--- config.mk ---
export PLATFORM = sky130hd
export DESIGN_NAME = spart_tx_mmio
export DESIGN_NICKNAME = d
export VERILOG_FILES = /design/src/rtl/spart_tx_mmio.sv
export SDC_FILE = /design/constraint.sdc
export NUM_CORES = 1
export LEC_CHECK = 0
export ABC_AREA = 1
export CORE_MARGIN = 5
export CORE_UTILIZATION = 49
export CTS_CLUSTER_DIAMETER = 150
export DETAILED_ROUTE_END_ITERATION = 7
export PLACE_DENSITY = 0.81
export SYNTH_ARGS = -nofsm -noshare
export SYNTH_HDL_FRONTEND = slang
export SYNTH_SLANG_ARGS = --single-unit
--- constraint.sdc ---
create_clock -name clk -period 2.5 [get_ports clk]
set_input_delay 0.75 -clock clk [delete_from_list [all_inputs] [get_ports clk]]
set_output_delay 0.75 -clock clk [all_outputs]
set_load 0.01 [all_outputs]
--- src/rtl/spart_tx_mmio.sv ---
// spart_tx_mmio: memory-mapped 8N1 serial transmitter.
// Stores to BASE_ADDR are queued in a small FIFO and shifted out LSB first
// on txd. The status register at BASE_ADDR+1 is readable on the same bus.
// A store that finds the FIFO full raises stall until the FIFO has room.
module spart_tx_mmio #(
  parameter logic [31:0] BASE_ADDR  = 32'hFFFF_FF00,
  parameter logic [15:0] BAUD_DIV   = 16'd434,
  parameter int          FIFO_DEPTH = 4
) (
  input  logic        clk,
  input  logic        rst,
  input  logic [31:0] data_mem_addr,
  input  logic [31:0] data_mem_write_data,
  input  logic        data_mem_wr,
  input  logic        data_mem_en,
  output logic [31:0] mmio_read_data,
  output logic        mmio_sel,
  output logic        stall,
  output logic        txd
);

  localparam int PW = $clog2(FIFO_DEPTH);
  localparam int CW = $clog2(FIFO_DEPTH + 1);

  typedef enum logic [1:0] {
    S_IDLE,
    S_START,
    S_DATA,
    S_STOP
  } state_e;

  state_e          state_q, state_d;
  logic [15:0]     baud_cnt_q, baud_cnt_d;
  logic [2:0]      bit_idx_q, bit_idx_d;
  logic [7:0]      shift_q, shift_d;
  logic            txd_q, txd_d;

  logic [7:0]      mem_q [FIFO_DEPTH];
  logic [PW-1:0]   wr_ptr_q, rd_ptr_q;
  logic [CW-1:0]   count_q;

  logic            hit_data, hit_stat;
  logic            fifo_full, fifo_empty;
  logic            push, pop;
  logic            baud_last;
  logic [4:0]      count5;
  logic [31:0]     status_word;
  logic            unused_wdata;

  // Only the low byte of the store data is transmitted.
  assign unused_wdata = ^data_mem_write_data[31:8];

  // Address decode and bus-side handshake.
  assign hit_data   = data_mem_en && (data_mem_addr == BASE_ADDR);
  assign hit_stat   = data_mem_en && (data_mem_addr == BASE_ADDR + 32'd1);
  assign mmio_sel   = hit_data || hit_stat;

  assign fifo_full  = (count_q == CW'(FIFO_DEPTH));
  assign fifo_empty = (count_q == '0);

  // Stall and push look only at the registered count, so a pop in the same
  // cycle cannot open a combinational path from the FSM back to the bus.
  assign stall = hit_data && data_mem_wr && fifo_full;
  assign push  = hit_data && data_mem_wr && !fifo_full;

  assign count5      = 5'(count_q);
  assign status_word = {23'd0, count5, 1'b0, fifo_full, !fifo_empty,
                        (state_q != S_IDLE)};
  assign mmio_read_data = (hit_stat && !data_mem_wr) ? status_word : 32'd0;

  assign txd       = txd_q;
  assign baud_last = (baud_cnt_q == BAUD_DIV - 16'd1);

  // FIFO storage write port.
  // NOTE: the data array has no reset; the pointers and count alone define
  // which entries are valid, so clearing the array would only cost logic.
  always_ff @(posedge clk) begin
    if (push) mem_q[wr_ptr_q] <= data_mem_write_data[7:0];
  end

  // FIFO pointers and occupancy count.
  // NOTE: sequential state is always assigned with <= so every register
  // samples the pre-edge values of its neighbours, regardless of order.
  always_ff @(posedge clk) begin
    if (rst) begin
      wr_ptr_q <= '0;
      rd_ptr_q <= '0;
      count_q  <= '0;
    end else begin
      if (push) wr_ptr_q <= wr_ptr_q + PW'(1);
      if (pop)  rd_ptr_q <= rd_ptr_q + PW'(1);
      case ({push, pop})
        2'b10:   count_q <= count_q + CW'(1);
        2'b01:   count_q <= count_q - CW'(1);
        default: count_q <= count_q;
      endcase
    end
  end

  // Transmitter state register; txd is registered to keep the line glitch-free.
  always_ff @(posedge clk) begin
    if (rst) begin
      state_q    <= S_IDLE;
      baud_cnt_q <= '0;
      bit_idx_q  <= '0;
      shift_q    <= '0;
      txd_q      <= 1'b1;
    end else begin
      state_q    <= state_d;
      baud_cnt_q <= baud_cnt_d;
      bit_idx_q  <= bit_idx_d;
      shift_q    <= shift_d;
      txd_q      <= txd_d;
    end
  end

  // Transmitter next-state: start bit, 8 data bits LSB first, stop bit.
  // NOTE: every signal driven here gets a default first, so no path through
  // the case statement can leave one unassigned and infer a latch.
  always_comb begin
    state_d    = state_q;
    baud_cnt_d = baud_cnt_q;
    bit_idx_d  = bit_idx_q;
    shift_d    = shift_q;
    txd_d      = txd_q;
    pop        = 1'b0;
    unique case (state_q)
      S_IDLE: begin
        txd_d = 1'b1;
        if (!fifo_empty) begin
          pop        = 1'b1;
          shift_d    = mem_q[rd_ptr_q];
          baud_cnt_d = '0;
          txd_d      = 1'b0;
          state_d    = S_START;
        end
      end
      S_START: begin
        if (baud_last) begin
          baud_cnt_d = '0;
          bit_idx_d  = '0;
          txd_d      = shift_q[0];
          state_d    = S_DATA;
        end else begin
          baud_cnt_d = baud_cnt_q + 16'd1;
        end
      end
      S_DATA: begin
        if (baud_last) begin
          baud_cnt_d = '0;
          if (bit_idx_q == 3'd7) begin
            txd_d   = 1'b1;
            state_d = S_STOP;
          end else begin
            shift_d   = shift_q >> 1;
            bit_idx_d = bit_idx_q + 3'd1;
            txd_d     = shift_q[1];
          end
        end else begin
          baud_cnt_d = baud_cnt_q + 16'd1;
        end
      end
      S_STOP: begin
        if (baud_last) begin
          baud_cnt_d = '0;
          txd_d      = 1'b1;
          state_d    = S_IDLE;
        end else begin
          baud_cnt_d = baud_cnt_q + 16'd1;
        end
      end
      default: state_d = S_IDLE;
    endcase
  end

endmodule

Yosys cells after proc, flatten, opt, wreduce, memory -nomap -nowiden
Memories as Yosys holds them, arrays and structs flattened. A register that Yosys moved wholly into a read port is not among the register bits.
Index checks and enable logic that the tools add are counted.
{"block": "word_totals", "ram_bits": 32, "memories": 1, "input_bits": 68, "register_bits": 37, "output_inout_bits": 35, "word_cells": 83}
{"memory": "mem_q", "depth": 4, "word_bits": 8, "rd": 1, "rd_clocked_by_memory_dff": 1, "wr": 1, "line": "38", "source": "logic [7:0] mem_q [FIFO_DEPTH];"}
{"block": "classes", "add_sub_neg": 6, "n_reduce_logical": 21, "mux": 31, "eq_ne": 16}
{"cell": "== test 32 bit, second input constant", "n": 2}
{"cell": "two-way mux 16 bit", "n": 2}
{"cell": "case mux 16 bit (2 select lines)", "n": 1}
{"cell": "two-way mux 8 bit", "n": 3}
{"cell": "adder 16 x 1 -> 16 bit, second input constant", "n": 1}
{"cell": "== test 16 x 9 -> 1 bit, second input constant", "n": 1}
{"cell": "case mux 8 bit (2 select lines)", "n": 1}
{"cell": "two-way mux 2 bit", "n": 7}
{"cell": "inequality test 2 bit, second input constant", "n": 6}
{"cell": "case mux 3 bit (2 select lines)", "n": 2}
{"cell": "two-way mux 1 bit", "n": 9}
{"cell": "two-way mux 3 bit", "n": 3}
{"cell": "case mux 2 bit (4 select lines)", "n": 1}
{"cell": "AND reduction 4 bit", "n": 2}
{"cell": "nonzero test 2 bit", "n": 4}
{"cell": "two-way mux 7 bit", "n": 1}
{"cell": "adder 3 x 1 -> 3 bit, second input constant", "n": 2}
{"cell": "== test 2 bit, second input constant", "n": 3}
{"cell": "== test 3 bit, second input constant", "n": 2}
{"cell": "logical AND 1 bit", "n": 6}
{"cell": "AND reduction 5 bit", "n": 1}
{"cell": "adder 2 x 1 -> 2 bit, second input constant", "n": 2}
{"cell": "== test 2 x 1 -> 1 bit, second input constant", "n": 2}
{"cell": "case mux 1 bit (4 select lines)", "n": 1}
{"cell": "7 further kinds", "n": 9}

Longest topological paths before layout
Gate-level depths: netlist of the first run.
{"block": "depth", "ltp_word": 6, "depth_mapped": 13, "ltp_nobuf": 13}

Worst setup path after synthesis of the first run
OpenSTA, ideal clock, no wires.
{"block": "synth_timing", "path_kind": "input -> output", "from": "input port data_mem_addr[5]", "to": "output port mmio_read_data[2]", "path_buffers": 0, "cell_stages": 8, "required_ps": 1750, "arrival_ps": 1719, "slack_ps": 31, "cell_sequence": "inv_1 -> nand2_1 -> nor2_1 -> nand2_1 -> nor2_1 -> and2_2 -> nand3_1 -> nor3_1"}
{"block": "synth_between", "elab_chain_len": 4}
{"item": "start, declared", "line": "12", "source": "input logic [31:0] data_mem_addr,"}
{"item": "== test 32 bit", "line": "55", "source": "assign hit_stat = data_mem_en && (data_mem_addr == BASE_ADDR + 32'd1);"}
{"item": "logical AND 1 bit", "line": "55"}
{"item": "logical AND 1 bit", "line": "69", "source": "assign mmio_read_data = (hit_stat && !data_mem_wr) ? status_word : 32'd0;"}
{"item": "two-way mux 7 bit", "line": "69"}
{"item": "end, declared", "line": "16", "source": "output logic [31:0] mmio_read_data,"}
Every way passes these cells.

Worst setup path after layout of the first run
{"block": "layout_timing", "from": "input port data_mem_addr[2]", "to": "output port mmio_read_data[2]"}
The elaborated chain is that of the path after synthesis.

==> impl_results.md, run 1 <==
- Outcome: finished, violations left
- Violated checks: negative setup slack
- Worst-path cell chain: buf_6 -> inv_2 -> nand2_2 -> nor2_1 -> nand2_1 -> nor2_2 -> and2_4 -> nand3_4 -> nor3_2 -> buf_2
- Synth top area share: 0.250
- Worst Path Arrival: 1780 ps
- Share of layout cells above drive strength 1: 0.209
- Reg clk slew, reported paths: 80 ps
- Seq/Total Area, Yosys: 0.453
- Die Area: 9720 um^2
- R2R Path End: count_q[2]$_SDFFE_PP0P_
- Synth Cell Area: 3850 um^2
- Leak Pwr: 1.97 nW
- Max Fclk: 0.395 GHz
- Prevailing post-synth register cell: dfxtp_1
- Crit Path Class: in2out
- Critical Path Source: data_mem_addr[2]
- Yosys cell types: 37
- H-tree levels: 3
- Number of synthesized register bits: 71
- Syn. warnings: 0
- DR WL/cell: 12.2 um
- Final hold slack: 467 ps
- Final critical path time including I/O delays and setup: 2530 ps
- Worst reg2reg startpoint: state_q[0]$_SDFFE_PP0P_
- Critical path fanouts, max: 6
- Total number of vias: 3212
- Cells after synthesis: 484
- Min-delay src: shift_q[7]$_SDFFE_PP0P_
- Final ANT Viol Nets: 0
- # fillers: 672
- Register area: 1740 um^2
- Area taken by multi-input logic gates: 1780 um^2
- Async SR Flop Fraction: 0
- Power per cell area: 853 nW/um^2
- Worst-Skew Late Latency: 340 ps
- Worst Path Buf+Inv: 3
- Initial core utilization: 0.500
- First-pass GRT wire length: 13.6 mm
- Port bufs: 52
- Reg2reg setup slack: 270 ps
- Critical path's top delay family: simple AND/OR/NAND/NOR gates
- Die H: 98.6 um
- Yosys top cell by area: edfxtp_1
- Core Area: 7690 um^2
- Worst VDD drop: 0.000523 V
- Largest stage delay on the critical path: 180 ps
- Die X: 98.6 um
- Fin. Hold Viols: 0
- Post-Route Skew: 9.27 ps
- Core Rows: 32
- Iteration-0 DRC Markers: 141
- Type of the worst min-delay path: reg2reg
- Area Overhead vs Synth: 17.1%
- Non-Filler Instances: 658
- Total routed wirelength: 8.03 mm
- Max Cap Viol: 0
- Final worst setup slack: -32.4 ps
- Clock Sinks: 71
- Crit path required time: 1750 ps
- Largest net degree at the start of global routing: 18
- All-Layer GR Usage: 0.171
- Dominant cells by area after synthesis: edfxtp_1 25%, dfxtp_1 20%, nor2_1 8.8%, nand2_1 8.7%, buf_4 5.5%
- Most frequent cell after synthesis: nor2_1
- CTS tree: done
- CTS buffer count: 9
- Clk buf depth: 2
- Post-synth top cells: 90 x nor2_1, 89 x nand2_1, 45 x inv_1
- RSZ-0062 raised after global routing: true
- Setup crit start kind: input port
- 1st-pass router iterations: 5
- Fin nets: 634
- Number of instances in the placed design: 641
- DP HPWL: 5.86 mm
- Post-Place Setup Slack: -901 ps
- Slowest cell on crit path: and2_4
- Ports: 103
- Vias per inst: 4.88
- Fin crit share: 1.01
- # setup viols final: 1
- Finished Core Util: 0.586
- Overflow after GRT: 0
- Worst r2r path cells: 11
- CP Capture Point: mmio_read_data[2]
- Crit. End Element: output pin
- Final GP Congestion: 0.815
- Number of cells on the critical path: 10
- Slew Limit Fails: 0
- Clk root buf: clkbuf_8
- Vias in the first global route: 3054
- Initial antenna violation count: 0
- Diodes inserted: 0
- DRC viols: 0
- Syn Area/Cell: 7.95 um^2
- Post-synth EDFFs: 32
registers in the layout, summed over array words and instances (netlist names), named ones only:
register and cells:
rd_ptr_q 2, count_q 3, wr_ptr_q 2, txd 1, mem_q 32, shift_q 8, state_q 2, bit_idx_q 3
baud_cnt_q 16
repair_timing:
item,CTS,global route
setup buffers,1,0
hold buffers,0,0
pin swaps,32,26
setup endpoints to repair,8,9
gates resized for setup,130,24
cell type report:
type                       count  area share
inverter                      53      0.0447
tap                          102      0.0283
multi-input combinational    349       0.395
clock buffer                  11      0.0314
sequential                    71       0.387
clock inverter                 5     0.00778
timing repair buffer          67       0.107
power by group:
group | switching, mW | leakage (nW) | internal, mW
sequential | 0.0947 | 0.606 | 1.34
combinational | 1.05 | 1.27 | 0.542
clock | 0.435 | 0.0893 | 0.387
total | 1.58 | 1.97 | 2.27
how the worst min path moves through the flow:
stage,slack [ps],to,cells after the start
floorplan,430,shift_q[7]$_SDFFE_PP0P_,2
global placement,440,rd_ptr_q[1]$_SDFFE_PP0P_,2
detailed placement,450,shift_q[7]$_SDFFE_PP0P_,2
CTS,470,shift_q[7]$_SDFFE_PP0P_,2
global route,490,shift_q[7]$_SDFFE_PP0P_,2
finish,470,shift_q[7]$_SDFFE_PP0P_,2
layer usage:
layer | vias up | global-route usage | routed length (um)
met5 | - | 0 | 0
met4 | 0 | 0.0651 | 141
met3 | 18 | 0.0439 | 342
met2 | 69 | 0.309 | 4160
met1 | 1483 | 0.192 | 3380
li1 | 1642 | - | -
cell usage in the layout, fill, tap and decap left out, types with 2 or more instances in the layout:
| cell | netlist | final |
|---|---|---|
| a21oi_1 | 26 | 26 |
| buf_2 | 3 | 24 |
| buf_4 | 28 | 14 |
| buf_6 | 3 | 8 |
| clkbuf_2 | 0 | 9 |
| clkbuf_8 | 0 | 10 |
| clkdlybuf4s50_1 | 0 | 12 |
| clkinv_2 | 0 | 2 |
| clkinv_4 | 0 | 2 |
| conb_1 | 1 | 26 |
| dfxtp_1 | 39 | 39 |
| edfxtp_1 | 32 | 32 |
| ha_1 | 14 | 14 |
| inv_1 | 45 | 40 |
| inv_2 | 7 | 12 |
| nand2_1 | 89 | 86 |
| nand2_2 | 5 | 8 |
| nand2_4 | 4 | 4 |
| nand3_1 | 20 | 19 |
| nand4_1 | 7 | 7 |
| nor2_1 | 90 | 84 |
| nor2_2 | 2 | 7 |
| nor2_4 | 2 | 3 |
| nor3_1 | 8 | 7 |
| nor3_2 | 3 | 4 |
| o21ai_0 | 32 | 32 |
| o21ai_1 | 4 | 4 |
| xor2_1 | 5 | 5 |
kinds of logic after synthesis:
| group | after synthesis | share of synthesized area |
|---|---|---|
| AO/OA/AOI/OAI | 67 | 0.0901 |
| XOR/XNOR | 5 | 0.0114 |
| adder cells (fa/ha/maj) | 15 | 0.0507 |
| buffers and inverters | 89 | 0.122 |
| flip-flops | 71 | 0.453 |
| other | 1 | 0.000975 |
| AND/OR/NAND/NOR | 236 | 0.273 |
per-stage QoR:
step | TNS, ps | cell area (um^2) | total power, mW
after floorplan | 0 | 3940 | 2.73
after global placement | -7960 | 4430 | 2.97
after detailed placement | -8640 | 4430 | 3.04
after CTS | 0 | 4500 | 3.85
after global routing | -659 | 4510 | 4.15
final | -32.4 | 4510 | 3.84
worst register-to-register path: cells and delay by family (launching register included):
kind            cells  cell delay (ps)
compound gates      4              480
buf+inv             3              270
fa+ha+maj           3              880
simple gates        1              150
flops               1              340
No activity file was read; power rests on OpenSTA's default activity.
==> inputs of run 2 (changes only) <==
Settings changed: CORE_UTILIZATION 49 to 50, CTS_BUF_LIST set to sky130_fd_sc_hd__clkbuf_2 sky130_fd_sc_hd__clkbuf_4 sky130_fd_sc_hd__clkbuf_8, PLACE_DENSITY 0.81 to 0.82, SKIP_CTS_REPAIR_TIMING set to 1.
==> impl_results.md, run 2 (synthesized netlist as in run 1, its figures left out) <==
- Vias per inst: 4.78 (-2.0%)
- Die X: 97.7 um (-0.90%)
- Switching share of power: 0.389 (-0.0216)
- Seq pwr share: 0.354 (-0.019)
- Psw: 1.57 mW (-0.30%)
- Die Area: 9550 um^2 (-1.8%)
- R2R Path End: count_q[2]$_SDFFE_PP0P_
- CTS tree: done
- Setup TNS: -0.484 ps (+31.9 ps)
- Clk root buf: clkbuf_8
- Vias in the first global route: 3076 (+0.72%)
- Final GP Congestion: 0.810 (-0.60%)
- DR WL/cell: 12.4 um (+2.0%)
- First-pass GRT wire length: 13.6 mm (unchanged)
- Hold EP: shift_q[7]$_SDFFE_PP0P_
- Fin crit share: 1.00 (-0.0128)
- Min-delay src: shift_q[7]$_SDFFE_PP0P_
- Worst-Skew Late Latency: 360 ps (+20 ps)
- Largest net degree at the start of global routing: 18 (unchanged)
- Hold path depth: 2 (unchanged)
- Leak Pwr: 2.23 nW (+13%)
- DRC viols: 0 (unchanged)
- Post-Place Setup Slack: -904 ps (-2.99 ps)
- Setup crit start kind: input port
- Total routed wirelength: 8.20 mm (+2.2%)
- Max reg flops: 32 (unchanged)
- Regs by FF count: mem_q x32, baud_cnt_q x16, shift_q x8
- Post-Route Skew: 10.3 ps (+1.05 ps)
- Core Area: 7610 um^2 (-1.0%)
- Max Cap Viol: 0 (unchanged)
- Clock power frac: 0.256 (+0.042)
- Overflow after GRT: 0 (unchanged)
- Worst VDD drop: 0.000568 V (+8.6%)
- Met2 GRT Util: 0.324 (+0.0143)
- Final worst setup slack: -0.484 ps (+31.9 ps)
- Slew Limit Fails: 0 (unchanged)
- Total number of vias: 3153 (-1.8%)
- Clock Sinks: 71 (unchanged)
- 1st-pass router iterations: 4 (-1)
- Final ANT Viol Nets: 0 (unchanged)
- Share of layout cells above drive strength 1: 0.153 (-0.0560)
- Port bufs: 52 (unchanged)
- RSZ-0062 raised after global routing: true
- Power per cell area: 859 nW/um^2 (+0.72%)
- Initial antenna violation count: 0 (unchanged)
- CTS buffer count: 9 (unchanged)
- Diodes inserted: 0 (unchanged)
- Fin. Hold Viols: 0 (unchanged)
- Comb pwr share: 0.389 (-0.025)
- Reg2reg setup slack: 320 ps (+50 ps)
- Total power: 4.04 mW (+5.2%)
- Most frequent cells in the layout: 88 x nor2_1, 88 x nand2_1, 41 x inv_1
- Gr busiest metal: met2
- # setup viols final: 1 (unchanged)
- Design area: 4710 um^2 (+4.5%)
- Fin nets: 635 (+0.16%)
- Ports: 103 (unchanged)
- Type of the worst min-delay path: reg2reg
- Placed inst area: 4440 um^2 (+0.17%)
- Critical path fanouts, max: 6 (unchanged)
- Int Pwr: 2.47 mW (+9.1%)
- Die H: 97.7 um (-0.90%)
- Worst r2r path cells: 11 (unchanged)
- Core Rows: 32 (unchanged)
- Crit Path Class: in2out
- Worst Path Arrival: 1750 ps (-30 ps)
- # fillers: 642 (-4.5%)
- Area Overhead vs Synth: 22.4%
- Max Fclk: 0.400 GHz (+1.3%)
- Top reg by flops: mem_q
- M1 GR Usage: 0.189 (-0.00333)
- Initial core utilization: 0.506 (+0.00527)
- Crit path required time: 1750 ps (about the same)
- Worst reg2reg startpoint: state_q[0]$_SDFFE_PP0P_
- H-tree levels: 3 (unchanged)
- Outcome: finished, violations left
- DP HPWL: 6.04 mm (+3.0%)
- Reg clk slew, reported paths: 70 ps (about the same)
- Violated checks: negative setup slack
- Final critical path time including I/O delays and setup: 2500 ps (-31.9 ps)
- Crit. End Element: output pin
- M3 GR Usage: 0.0467 (+0.00278)
- All-Layer GR Usage: 0.174 (+0.00276)
- Final hold slack: 462 ps (-5.18 ps)
- Iteration-0 DRC Markers: 148 (+5.0%)
- Clk buf depth: 2 (unchanged)
==> run 2: cell count changes in the layout (fill, tap and decap cells not counted), moves of 2 or more <==
| cell | previous run | this run |
|---|---|---|
| nand2_2 | 8 | 6 |
| clkbuf_2 | 9 | 5 |
| clkinv_2 | 2 | 0 |
| buf_4 | 14 | 16 |
| bufinv_16 | 0 | 2 |
| nor2_1 | 84 | 88 |
| nor2_2 | 7 | 4 |
| dlymetal6s2s_1 | 0 | 26 |
| nand2_1 | 86 | 88 |
| inv_6 | 0 | 2 |
| buf_6 | 8 | 3 |
| buf_2 | 24 | 6 |
==> run 2: area by class of cell <==
cell class | instances | area [um^2] | share of cell area
clock buffers | 10 | 131 | 0.0279
clock inverters | 6 | 93.8 | 0.0199
inverters | 53 | 201 | 0.0428
multi-input cells | 349 | 1760 | 0.373
flip-flops and latches | 71 | 1740 | 0.370
well taps | 102 | 128 | 0.0271
repair buffers | 68 | 654 | 0.139
==> run 2: worst max-delay path by stage <==
stage	from	to	slack, ps	depth (start not counted)
after floorplan	data_mem_addr[5]	mmio_read_data[2]	30	8
after global placement	data_mem_addr[20]	mmio_read_data[2]	-840	9
after detailed placement	data_mem_addr[16]	mmio_read_data[2]	-900	9
after CTS	data_mem_addr[16]	mmio_read_data[2]	-910	9
after global routing	data_mem_addr[28]	mmio_read_data[2]	-130	9
final	data_mem_addr[2]	mmio_read_data[2]	-0.5	10
==> run 2: through the flow <==
step,std cells,util
2_1_floorplan,509,-
3_3_place_gp,642,0.583
4_1_cts,658,0.613
3_5_place_dp,642,0.583
6_report,659,0.619
5_1_grt,659,0.619
==> run 2: metal layers <==
layer	up-vias	routed length, um
met4	0	136
met5	-	0
met1	1431	3290
li1	1642	-
met2	63	4390
met3	17	375
==> run 2: critical path, cell delays in order <==
cell and delay (ps):
clkbuf_2 80, inv_1 40, nand2_1 40, nor2_1 90, nand2_1 70, nor2_2 120
and2_4 160, nand3_4 90, nor3_2 160, buf_2 150
==> run 2: power by group through the flow <==
stage                     Clock [mW]  Sequential, mW  Combinational, mW
final                           1.04            1.43               1.57
after global routing            1.11            1.45               1.80
after CTS                       1.06            1.43               1.59
after detailed placement           0            1.46               1.57
after global placement             0            1.45               1.52
after floorplan                    0            1.43               1.30
